===== src/rtl/mem_arb.sv =====
// rtl/mem_arb.sv - shared types and constants for the memory port arbiter
package mem_arb;

  // Arbiter mode: LOAD while the program is being uploaded, RUN afterwards
  typedef enum logic {
    LOAD = 1'b0,
    RUN  = 1'b1
  } state_e;

  // Which requester is owed the read data returning next enabled cycle
  typedef enum logic [1:0] {
    OWN_NONE = 2'd0,
    OWN_CPU  = 2'd1,
    OWN_DBG  = 2'd2
  } owner_e;

  localparam logic [1:0] SIZE_BYTE = 2'b00;
  localparam logic [1:0] SIZE_HALF = 2'b01;
  localparam logic [1:0] SIZE_WORD = 2'b10;

  localparam int WAIT_W = 8;

  // Owner of a read issued this cycle; CPU and debug grants are one-hot so
  // at most one of the two inputs can be high.
  function automatic owner_e read_owner(input logic cpu_rd, input logic dbg_rd);
    owner_e o;
    o = OWN_NONE;
    if (cpu_rd) begin
      o = OWN_CPU;
    end else if (dbg_rd) begin
      o = OWN_DBG;
    end
    return o;
  endfunction

endpackage


===== src/rtl/starve_counter.sv =====
// rtl/starve_counter.sv - saturating debug wait counter with at-max flag
module starve_counter
  import mem_arb::*;
#(
  parameter int MAX_WAIT = 8  // legal range 1..255
) (
  input  logic clk,
  input  logic reset,
  input  logic en_i,
  input  logic req_i,
  input  logic gnt_i,
  output logic at_max_o
);

  localparam logic [WAIT_W-1:0] MAX_CNT = WAIT_W'(MAX_WAIT);

  logic [WAIT_W-1:0] wait_cnt_q;
  logic [WAIT_W-1:0] wait_cnt_d;

  // Count enabled cycles debug has been refused; any grant or idle cycle restarts
  always_comb begin
    wait_cnt_d = wait_cnt_q;
    if (!req_i || gnt_i) begin
      wait_cnt_d = '0;
    end else if (wait_cnt_q != MAX_CNT) begin
      wait_cnt_d = wait_cnt_q + 1'b1;
    end
  end

  // Counter register; reset wins over the enable so a held reset always clears it
  always_ff @(posedge clk) begin
    if (reset) begin
      wait_cnt_q <= '0;
    end else if (en_i) begin
      wait_cnt_q <= wait_cnt_d;
    end
  end

  assign at_max_o = (wait_cnt_q == MAX_CNT);

endmodule


===== src/rtl/mem_port_arbiter.sv =====
// rtl/mem_port_arbiter.sv - upload/CPU/debug arbiter for the single memory port
module mem_port_arbiter
  import mem_arb::*;
#(
  parameter int MAX_WAIT = 8
) (
  input  logic        clk,
  input  logic        reset,
  input  logic        clk_enable,
  input  logic        upload_complete,
  input  logic        upload_req,
  input  logic [31:0] upload_addr,
  input  logic [7:0]  upload_wdata,
  input  logic        cpu_req,
  input  logic        cpu_we,
  input  logic [1:0]  cpu_size,
  input  logic [31:0] cpu_addr,
  input  logic [31:0] cpu_wdata,
  input  logic        dbg_req,
  input  logic        dbg_we,
  input  logic [31:0] dbg_addr,
  input  logic [31:0] dbg_wdata,
  input  logic [31:0] mem_rdata,
  output logic        upload_gnt,
  output logic        cpu_gnt,
  output logic        dbg_gnt,
  output logic [31:0] mem_addr,
  output logic [31:0] mem_wdata,
  output logic        mem_we,
  output logic [1:0]  mem_size,
  output logic        cpu_stall,
  output logic        cpu_rvalid,
  output logic        dbg_rvalid,
  output logic [31:0] rdata
);

  state_e      state_q, state_d;
  owner_e      rd_owner_q, rd_owner_d;
  logic [31:0] last_cpu_addr_q, last_cpu_addr_d;
  logic        dbg_at_max;
  logic        live;

  // Nothing is granted or returned on disabled cycles or while reset is held,
  // so a read outstanding when reset arrives never produces an rvalid.
  assign live = clk_enable & ~reset;

  starve_counter #(
    .MAX_WAIT (MAX_WAIT)
  ) u_starve (
    .clk      (clk),
    .reset    (reset),
    .en_i     (clk_enable),
    .req_i    (dbg_req),
    .gnt_i    (dbg_gnt),
    .at_max_o (dbg_at_max)
  );

  // Grant decision: upload owns the port in LOAD; in RUN a starved debug
  // request pre-empts the CPU, otherwise the CPU has priority.
  always_comb begin
    upload_gnt = 1'b0;
    cpu_gnt    = 1'b0;
    dbg_gnt    = 1'b0;
    if (live) begin
      if (state_q == LOAD) begin
        upload_gnt = upload_req;
      end else if (dbg_req && dbg_at_max) begin
        dbg_gnt = 1'b1;
      end else if (cpu_req) begin
        cpu_gnt = 1'b1;
      end else if (dbg_req) begin
        dbg_gnt = 1'b1;
      end
    end
  end

  // Memory command mux; when idle the address parks on the last CPU address
  always_comb begin
    mem_addr  = last_cpu_addr_q;
    mem_wdata = '0;
    mem_we    = 1'b0;
    mem_size  = SIZE_WORD;
    if (upload_gnt) begin
      mem_addr  = upload_addr;
      mem_wdata = {24'b0, upload_wdata};
      mem_we    = 1'b1;
      mem_size  = SIZE_BYTE;
    end else if (cpu_gnt) begin
      mem_addr  = cpu_addr;
      mem_wdata = cpu_wdata;
      mem_we    = cpu_we;
      mem_size  = cpu_size;
    end else if (dbg_gnt) begin
      mem_addr  = dbg_addr;
      mem_wdata = dbg_wdata;
      mem_we    = dbg_we;
      mem_size  = SIZE_WORD;
    end
  end

  // Next-state: mode follows upload_complete, read owner tracks this cycle's grant
  always_comb begin
    state_d = state_q;
    case (state_q)
      LOAD:    if (upload_complete)  state_d = RUN;
      RUN:     if (!upload_complete) state_d = LOAD;
      default: state_d = LOAD;
    endcase
    rd_owner_d      = read_owner(cpu_gnt & ~cpu_we, dbg_gnt & ~dbg_we);
    last_cpu_addr_d = cpu_gnt ? cpu_addr : last_cpu_addr_q;
  end

  // Mode FSM and read-return pipeline, advancing only on enabled edges
  always_ff @(posedge clk) begin
    if (reset) begin
      state_q         <= LOAD;
      rd_owner_q      <= OWN_NONE;
      last_cpu_addr_q <= '0;
    end else if (clk_enable) begin
      state_q         <= state_d;
      rd_owner_q      <= rd_owner_d;
      last_cpu_addr_q <= last_cpu_addr_d;
    end
  end

  // Read return steered to the requester that issued the read one enabled cycle ago
  always_comb begin
    cpu_rvalid = live & (rd_owner_q == OWN_CPU);
    dbg_rvalid = live & (rd_owner_q == OWN_DBG);
    rdata      = (cpu_rvalid | dbg_rvalid) ? mem_rdata : '0;
  end

  assign cpu_stall = cpu_req & ~cpu_gnt;

endmodule


===== config.mk =====
export PLATFORM = sky130hd
export DESIGN_NAME = mem_port_arbiter
export DESIGN_NICKNAME = d
export VERILOG_FILES = /design/src/rtl/mem_arb.sv /design/src/rtl/starve_counter.sv /design/src/rtl/mem_port_arbiter.sv
export SDC_FILE = /design/constraint.sdc
export NUM_CORES = 1
export LEC_CHECK = 0
export ABC_AREA = 1
export CAP_MARGIN = 20
export CORE_AREA = 2 2 124 126
export CTS_BUF_LIST = sky130_fd_sc_hd__clkbuf_8
export DETAILED_ROUTE_END_ITERATION = 6
export DIE_AREA = 0 0 126 128
export DONT_BUFFER_PORTS = 1
export GPL_TIMING_DRIVEN = 0
export SLEW_MARGIN = 20
export SYNTH_ARGS = -nofsm -noshare
export SYNTH_HDL_FRONTEND = slang
export SYNTH_SLANG_ARGS = --single-unit

===== constraint.sdc =====
create_clock -name clk -period 3 [get_ports clk]
set_clock_uncertainty 0.15 [all_clocks]
set_input_delay 0.6 -clock clk [delete_from_list [all_inputs] [get_ports clk]]
set_output_delay 0.6 -clock clk [all_outputs]
set_load 0.01 [all_outputs]

==> summary.md, run 1 <==
| Metric | Value |
|---|---|
| Status | `complete, no violations` |
| Multi-input combinational cell area | `2280 µm²` |
| Post-CTS setup buffers | `0` |
| Pre-CTS setup slack | `-424 ps` |
| Vias/cell | `4.92` |
| Top Ports | `316` |
| CP required | `2250 ps` |
| Post-DRT Antenna Nets | `0` |
| Seq cells post-synth | `43` |
| Routability cong. | `0.819` |
| Worst-case reg-to-reg path depth | `11` |
| Sequential area share after synthesis | `0.223` |
| H-tree depth | `2` |
| Lkg Pwr | `2.24 nW` |
| Slew HR | `0.601` |
| GR Util All Layers | `0.175` |
| Drt first pass iters | `5` |
| Crit-path max FO | `10` |
| R2R Setup Slk | `1020 ps` |
| Most area-consuming cells after synthesis | `dfxtp_1 (22%), nand2_1 (17%), nand3_1 (15%)` |
| CP arrival | `2130 ps` |
| Setup crit start kind | `primary input` |
| Pwr/cell area | `278 nW/µm²` |
| Post-synthesis net count | `925` |
| Reg-to-reg endpoint | `u_starve.wait_cnt_q[2]$_SDFFE_PP0P_` |
| Worst-Skew Late Latency | `300 ps` |
| Area growth syn-to-layout | `11.7%` |
| Hold Path End | `rd_owner_q[1]$_SDFFE_PP0P_` |
| Reg clk slew, reported paths | `80 ps` |
| GR Overflow Total | `0` |
| Chip height | `128 µm` |
| Initial Util | `0.260` |
| Routed WL per cell | `17.2 µm` |
| Layout cells sized above 1 | `0.100` |
| Synth area leader | `dfxtp_1` |
| DRC Markers | `0` |
| Final Max Tran Viols | `0` |
| Number of global-route vias before repair | `3803` |
| PortBufs | `0` |
| Final Power | `0.00120 W` |
| Final hold violation count | `0` |
| Maxcap violations | `0` |
| Post-Route WL | `15700 µm` |
| Worst Setup End Kind | `primary output` |
| Crit path launch | `reset` |
| Gate Count Post-Synth | `712` |
| First-pass GRT wire length | `21800 µm` |
| Syn_area_per_cell | `5.43 µm²` |
| Layout net count | `932` |
| Synth warn | `0` |
| Die Footprint | `16100 µm²` |
| Final Critical Period | `2880 ps` |
| Row Count | `45` |
| Hold Path Class | `primary input to flop` |
| Reg-to-Reg Start | `u_starve.wait_cnt_q[1]$_SDFFE_PP0P_` |
| Largest net degree at the start of global routing | `15` |
| Diode count | `0` |
| Hold Path Origin | `dbg_we` |
| Crit Path Class | `primary input to primary output` |
| Crit share post-route | `0.959` |
| Clk sink count | `43` |
| Initial antenna violation count | `0` |
| Max Buffers Root-to-Sink | `2` |
| WHS Path Cells | `1` |
| Setup ws final | `122 ps` |
| FILL cells | `1719` |
| CTS tree | `done` |
| Final Core Density | `0.290` |
| Hold-fix buffers, CTS | `0` |
| Core area | `14900 µm²` |
| Via count | `4469` |
| DP Wirelength | `12800 µm` |
| Max Clk Rate | `0.347 GHz` |
| Register area | `862 µm²` |
| Die W | `126 µm` |
| Clk root buf | `clkbuf_8` |
| Distinct cells, synth | `26` |
| Post-Syn Area | `3860 µm²` |
| Yosys top cell area share | `0.223` |
| Worst-margin pin slew | `599 ps` |
| CTS buffer count | `5` |
| Worst vdd ir | `0.193 mV` |
| # setup viols final | `0` |
| Starting DRT DRC Count | `188` |
[metal layers]
| layer | global-route usage | share of wire | vias up |
|---|---|---|---|
| met5 | 0 | 0 | - |
| met4 | 0.0278 | 0.010 | 0 |
| met3 | 0.0405 | 0.078 | 10 |
| met2 | 0.316 | 0.50 | 224 |
| met1 | 0.216 | 0.41 | 2042 |
| li1 | - | - | 2193 |
[flip-flops by register name (all words and copies together), names as in the netlist]
register / count
last_cpu_addr_q: 32
rd_owner_q: 2
state_q: 1
u_starve.wait_cnt_q: 8
[power breakdown]
| group | internal, W | total [W] | switching [W] | leakage, nW |
|---|---|---|---|---|
| sequential | 0.000579 | 0.000585 | 0.00000590 | 0.348 |
| clock | 0.000163 | 0.000388 | 0.000226 | 0.0402 |
| combinational | 0.0000682 | 0.000226 | 0.000158 | 1.85 |
[synthesized netlist by cell type]
library cell / count
a21oi_1: 66
a22o_1: 15
buf_1: 1
buf_2: 20
buf_4: 7
buf_6: 5
clkbuf_1: 10
clkinv_1: 1
clkinv_2: 1
dfxtp_1: 43
ha_1: 2
inv_1: 149
inv_2: 2
nand2_1: 173
nand2_2: 3
nand2_4: 2
nand3_1: 118
nor2_1: 82
nor2_4: 1
nor2_8: 2
nor3_1: 2
nor4_1: 1
o21ai_0: 2
o21ai_1: 2
o21ai_2: 1
o22ai_1: 1
[worst max-delay path, stage by stage]
cell and delay, ps:
buf_2 250, nor2_4 90, nand2_1 120, buf_2 280, clkbuf_1 370, nor2_1 170
a21oi_2 230
[worst max-delay path by stage]
stage                              end  depth (start not counted)
after detailed placement     rdata[14]                          5
after floorplan              rdata[11]                          5
after global routing       mem_addr[7]                          9
final                     mem_addr[12]                          7
after global placement       rdata[14]                          5
after CTS                 mem_addr[12]                          7
[placed cells by master (no fill, tap or decap)]
cell type,netlist,layout
inv_1,149,149
nor3_1,2,2
a21oi_4,0,2
a22o_1,15,15
nand2_4,2,3
o21ai_1,2,2
clkbuf_8,0,5
nand3_1,118,117
buf_6,5,6
clkbuf_4,0,4
clkbuf_1,10,8
dfxtp_2,0,1
clkinvlp_4,0,2
nand2_2,3,2
buf_2,20,14
nand2_1,173,173
o21ai_0,2,2
inv_4,0,1
clkinv_1,1,1
nand3_2,0,1
nor4_4,0,1
clkinv_2,1,2
nor2_4,1,1
inv_2,2,1
o21ai_4,0,1
dfxtp_1,43,42
clkbuf_2,0,2
nor2_8,2,2
a21oi_2,0,12
nor2_1,82,82
a21oi_1,66,52
buf_4,7,9
ha_1,2,2
o22ai_1,1,1
[area by class of cell]
type,instances,share of cell area
multi-input combinational,473,0.528
sequential,43,0.200
inverter,153,0.134
buffer,43,0.0637
tap,188,0.0545
clock buffer,5,0.0159
clock inverter,3,0.00464
[metrics by stage]
step | area (µm²) | setup TNS, ps | hold slack (ps) | cells
6_report | 4320 | 0 | 257 | 908
4_1_cts | 4210 | 0 | 251 | 908
3_3_place_gp | 4100 | -8500 | 298 | 900
3_5_place_dp | 4100 | -9130 | 300 | 900
5_1_grt | 4320 | -0.617 | 266 | 908
2_1_floorplan | 3860 | 0 | 289 | 712
[what timing repair did]
item,in CTS,in global routing
gates resized for setup,5,34
pin swaps,0,1
setup endpoints to repair,41,52
[cell families (layout without fill, tap and decap cells)]
group	count (synthesis)	count (layout)	share of synthesized area
AO/OA/AOI/OAI	87	87	0.129
adder cells (fa/ha/maj)	2	2	0.00647
buffers and inverters	196	204	0.214
flip-flops	43	43	0.223
AND/OR/NAND/NOR	384	384	0.429
No activity file was read; power rests on OpenSTA's default activity.
==> inputs of run 2 (changes only) <==
--- a/config.mk
+++ b/config.mk
@@ -7,10 +7,11 @@
 export LEC_CHECK = 0
 export ABC_AREA = 1
 export CAP_MARGIN = 20
-export CORE_AREA = 2 2 124 126
+export CORE_AREA = 3 3 121 123
 export CTS_BUF_LIST = sky130_fd_sc_hd__clkbuf_8
+export CTS_CLUSTER_SIZE = 28
 export DETAILED_ROUTE_END_ITERATION = 6
-export DIE_AREA = 0 0 126 128
+export DIE_AREA = 0 0 124 126
 export DONT_BUFFER_PORTS = 1
 export GPL_TIMING_DRIVEN = 0
 export SLEW_MARGIN = 20
==> run 2 against run 1 <==
Net effect:
- count of clock-buffer cells in the layout unchanged
- via count down 0.16%
- flip-flop and latch count unchanged
- worst hold slack better by 5.8 ps
- cell count down 0.77%
- clock power down 4%
==> summary.md, run 2 (synthesis results as in run 1) <==
| Metric | Value |
|---|---|
| Worst Setup End Kind | `primary output` |
| Chip height | `126 µm` |
| Non-filler cells, final | `901` |
| CTS buffer count | `5` |
| FILL cells | `1605` |
| Layout cells sized above 1 | `0.106` |
| Final Max Tran Viols | `0` |
| Hold-fix buffers, CTS | `0` |
| Area growth syn-to-layout | `12.1%` |
| Routability cong. | `0.892` |
| Area of placed instances | `4090 µm²` |
| Via count | `4462` |
| Max Buffers Root-to-Sink | `2` |
| Crit share post-route | `0.953` |
| Switching power | `0.000383 W` |
| First-pass GRT wire length | `22500 µm` |
| Max reg flops | `32` |
| Number of global-route vias before repair | `3992` |
| Worst-margin pin slew | `615 ps` |
| CTS tree | `done` |
| Vias/cell | `4.95` |
| Sw Ratio | `0.321` |
| Layout net count | `933` |
| Bufs and invs on worst path | `3` |
| Fin area | `4330 µm²` |
| Die Footprint | `15600 µm²` |
| Initial antenna violation count | `0` |
| Status | `complete, no violations` |
| Final Power | `0.00119 W` |
| Worst-Skew Late Latency | `300 ps` |
| Most frequent cells in the layout | `nand2_1 (173), inv_1 (149), nand3_1 (117)` |
| GR Overflow Total | `0` |
| Pwr/cell area | `275 nW/µm²` |
| Comb pwr share | `0.196` |
| CP arrival | `2110 ps` |
| Starting DRT DRC Count | `284` |
| Hold Path Class | `primary input to flop` |
| Clk root buf | `clkbuf_8` |
| Crit-path max FO | `10` |
| Core area | `13800 µm²` |
| Clock power share | `0.313` |
| DRC Markers | `0` |
| H-tree depth | `2` |
| Slew HR | `0.590` |
| PortBufs | `0` |
| CP required | `2250 ps` |
| Initial Util | `0.281` |
| Largest net degree at the start of global routing | `14` |
| Final Critical Period | `2860 ps` |
| Maxcap violations | `0` |
| DP Wirelength | `13200 µm` |
| Top Ports | `316` |
| Clk sink count | `43` |
| Crit Path Class | `flop to primary output` |
| Post-Route WL | `16100 µm` |
| Reg clk slew, reported paths | `90 ps` |
| RSZ-0062 raised after global routing | `yes` |
| Register area | `861 µm²` |
| Worst stage delay on the critical path | `380 ps` |
| Final hold violation count | `0` |
| Part of the power in registers | `0.491` |
| DP Cell Count | `892` |
| Delay-heaviest family, CP | `simple AND/OR/NAND/NOR gates` |
| Crit path max-delay cell type | `dfxtp_1` |
| Multi-input combinational cell area | `2300 µm²` |
| # setup viols final | `0` |
| Routed WL per cell | `17.9 µm` |
| Row Count | `43` |
| Int Pwr | `0.000810 W` |
| Top flop regs | `last_cpu_addr_q (32), u_starve.wait_cnt_q (8), rd_owner_q (2)` |
| GR Util All Layers | `0.190` |
| Lkg Pwr | `2.24 nW` |
| Worst vdd ir | `0.158 mV` |
| Largest Register | `last_cpu_addr_q` |
| Setup crit start kind | `flop` |
| Crit-path cells | `inv_1 > ha_1 > nand3_1 > nor2_1 > nand2_2 > clkbuf_4 > nand3_1 > nand2_1 > inv_1 > a21oi_4` |
| Max Clk Rate | `0.350 GHz` |
| Drt first pass iters | `5` |
| Post-DRT Antenna Nets | `0` |
| Die W | `124 µm` |
| Most common cell after layout, fill and taps aside | `nand2_1` |
==> run 2: changes by cell type in the layout (fill, tap and decap cells not counted), moves of 2 or more <==
cell | before | now
a21oi_1 | 52 | 48
a21oi_2 | 12 | 15
clkbuf_4 | 4 | 7
buf_2 | 14 | 12
clkinvlp_4 | 2 | 0
==> run 2: path summary, 6_finish.rpt <==
path | start | end | slack (ps) | depth (start not counted)
max reg2reg | u_starve.wait_cnt_q[0]$_SDFFE_PP0P_ | u_starve.wait_cnt_q[6]$_SDFFE_PP0P_ | 1010 | 11
min reg2reg | last_cpu_addr_q[3]$_SDFFE_PP0P_ | last_cpu_addr_q[3]$_SDFFE_PP0P_ | 310 | 2
min | dbg_we | rd_owner_q[1]$_SDFFE_PP0P_ | 260 | 1
max | u_starve.wait_cnt_q[0]$_SDFFE_PP0P_ | mem_addr[1] | 140 | 10
==> run 2: area by class of cell <==
| class | count | area share |
|---|---|---|
| Multi-Input combinational cell | 473 | 0.531 |
| Buffer | 43 | 0.0638 |
| Timing Repair Buffer | 1 | 0.00173 |
| Sequential cell | 43 | 0.199 |
| Inverter | 153 | 0.133 |
| Tap cell | 180 | 0.0520 |
| Antenna cell | 1 | 0.000578 |
| Clock inverter | 2 | 0.00318 |
| Clock buffer | 5 | 0.0159 |
==> run 2: power by group through the flow <==
stage                     combinational (W)  sequential, W  clock, W
after detailed placement           0.000219       0.000598         0
after floorplan                    0.000166       0.000597         0
after CTS                          0.000223       0.000585  0.000393
after global routing               0.000263       0.000587  0.000415
after global placement             0.000220       0.000598         0
final                              0.000234       0.000585  0.000374
==> run 2: metal layers <==
| layer | share of wire | routed length [µm] | GRT usage |
|---|---|---|---|
| met1 | 0.39 | 6370 | 0.235 |
| met4 | 0.011 | 173 | 0.0309 |
| met5 | 0 | 0 | 0 |
| met2 | 0.50 | 7990 | 0.328 |
| met3 | 0.10 | 1610 | 0.0575 |
==> run 2: metrics by stage <==
stage | hold WS, ps | setup WS (ps) | utilization | TNS (ps)
2_1_floorplan | 289 | 406 | - | 0
3_3_place_gp | 298 | -366 | 0.297 | -8350
3_5_place_dp | 301 | -412 | 0.297 | -9980
4_1_cts | 251 | 29.6 | 0.305 | 0
5_1_grt | 279 | -17.0 | 0.314 | -140
6_report | 263 | 142 | 0.314 | 0
==> run 2: repair_timing <==
item / CTS / global route
gates resized for setup: 6 / 37
endpoints found under the setup margin: 35 / 65
setup buffers: 0 / 1
pin swaps: 0 / 1
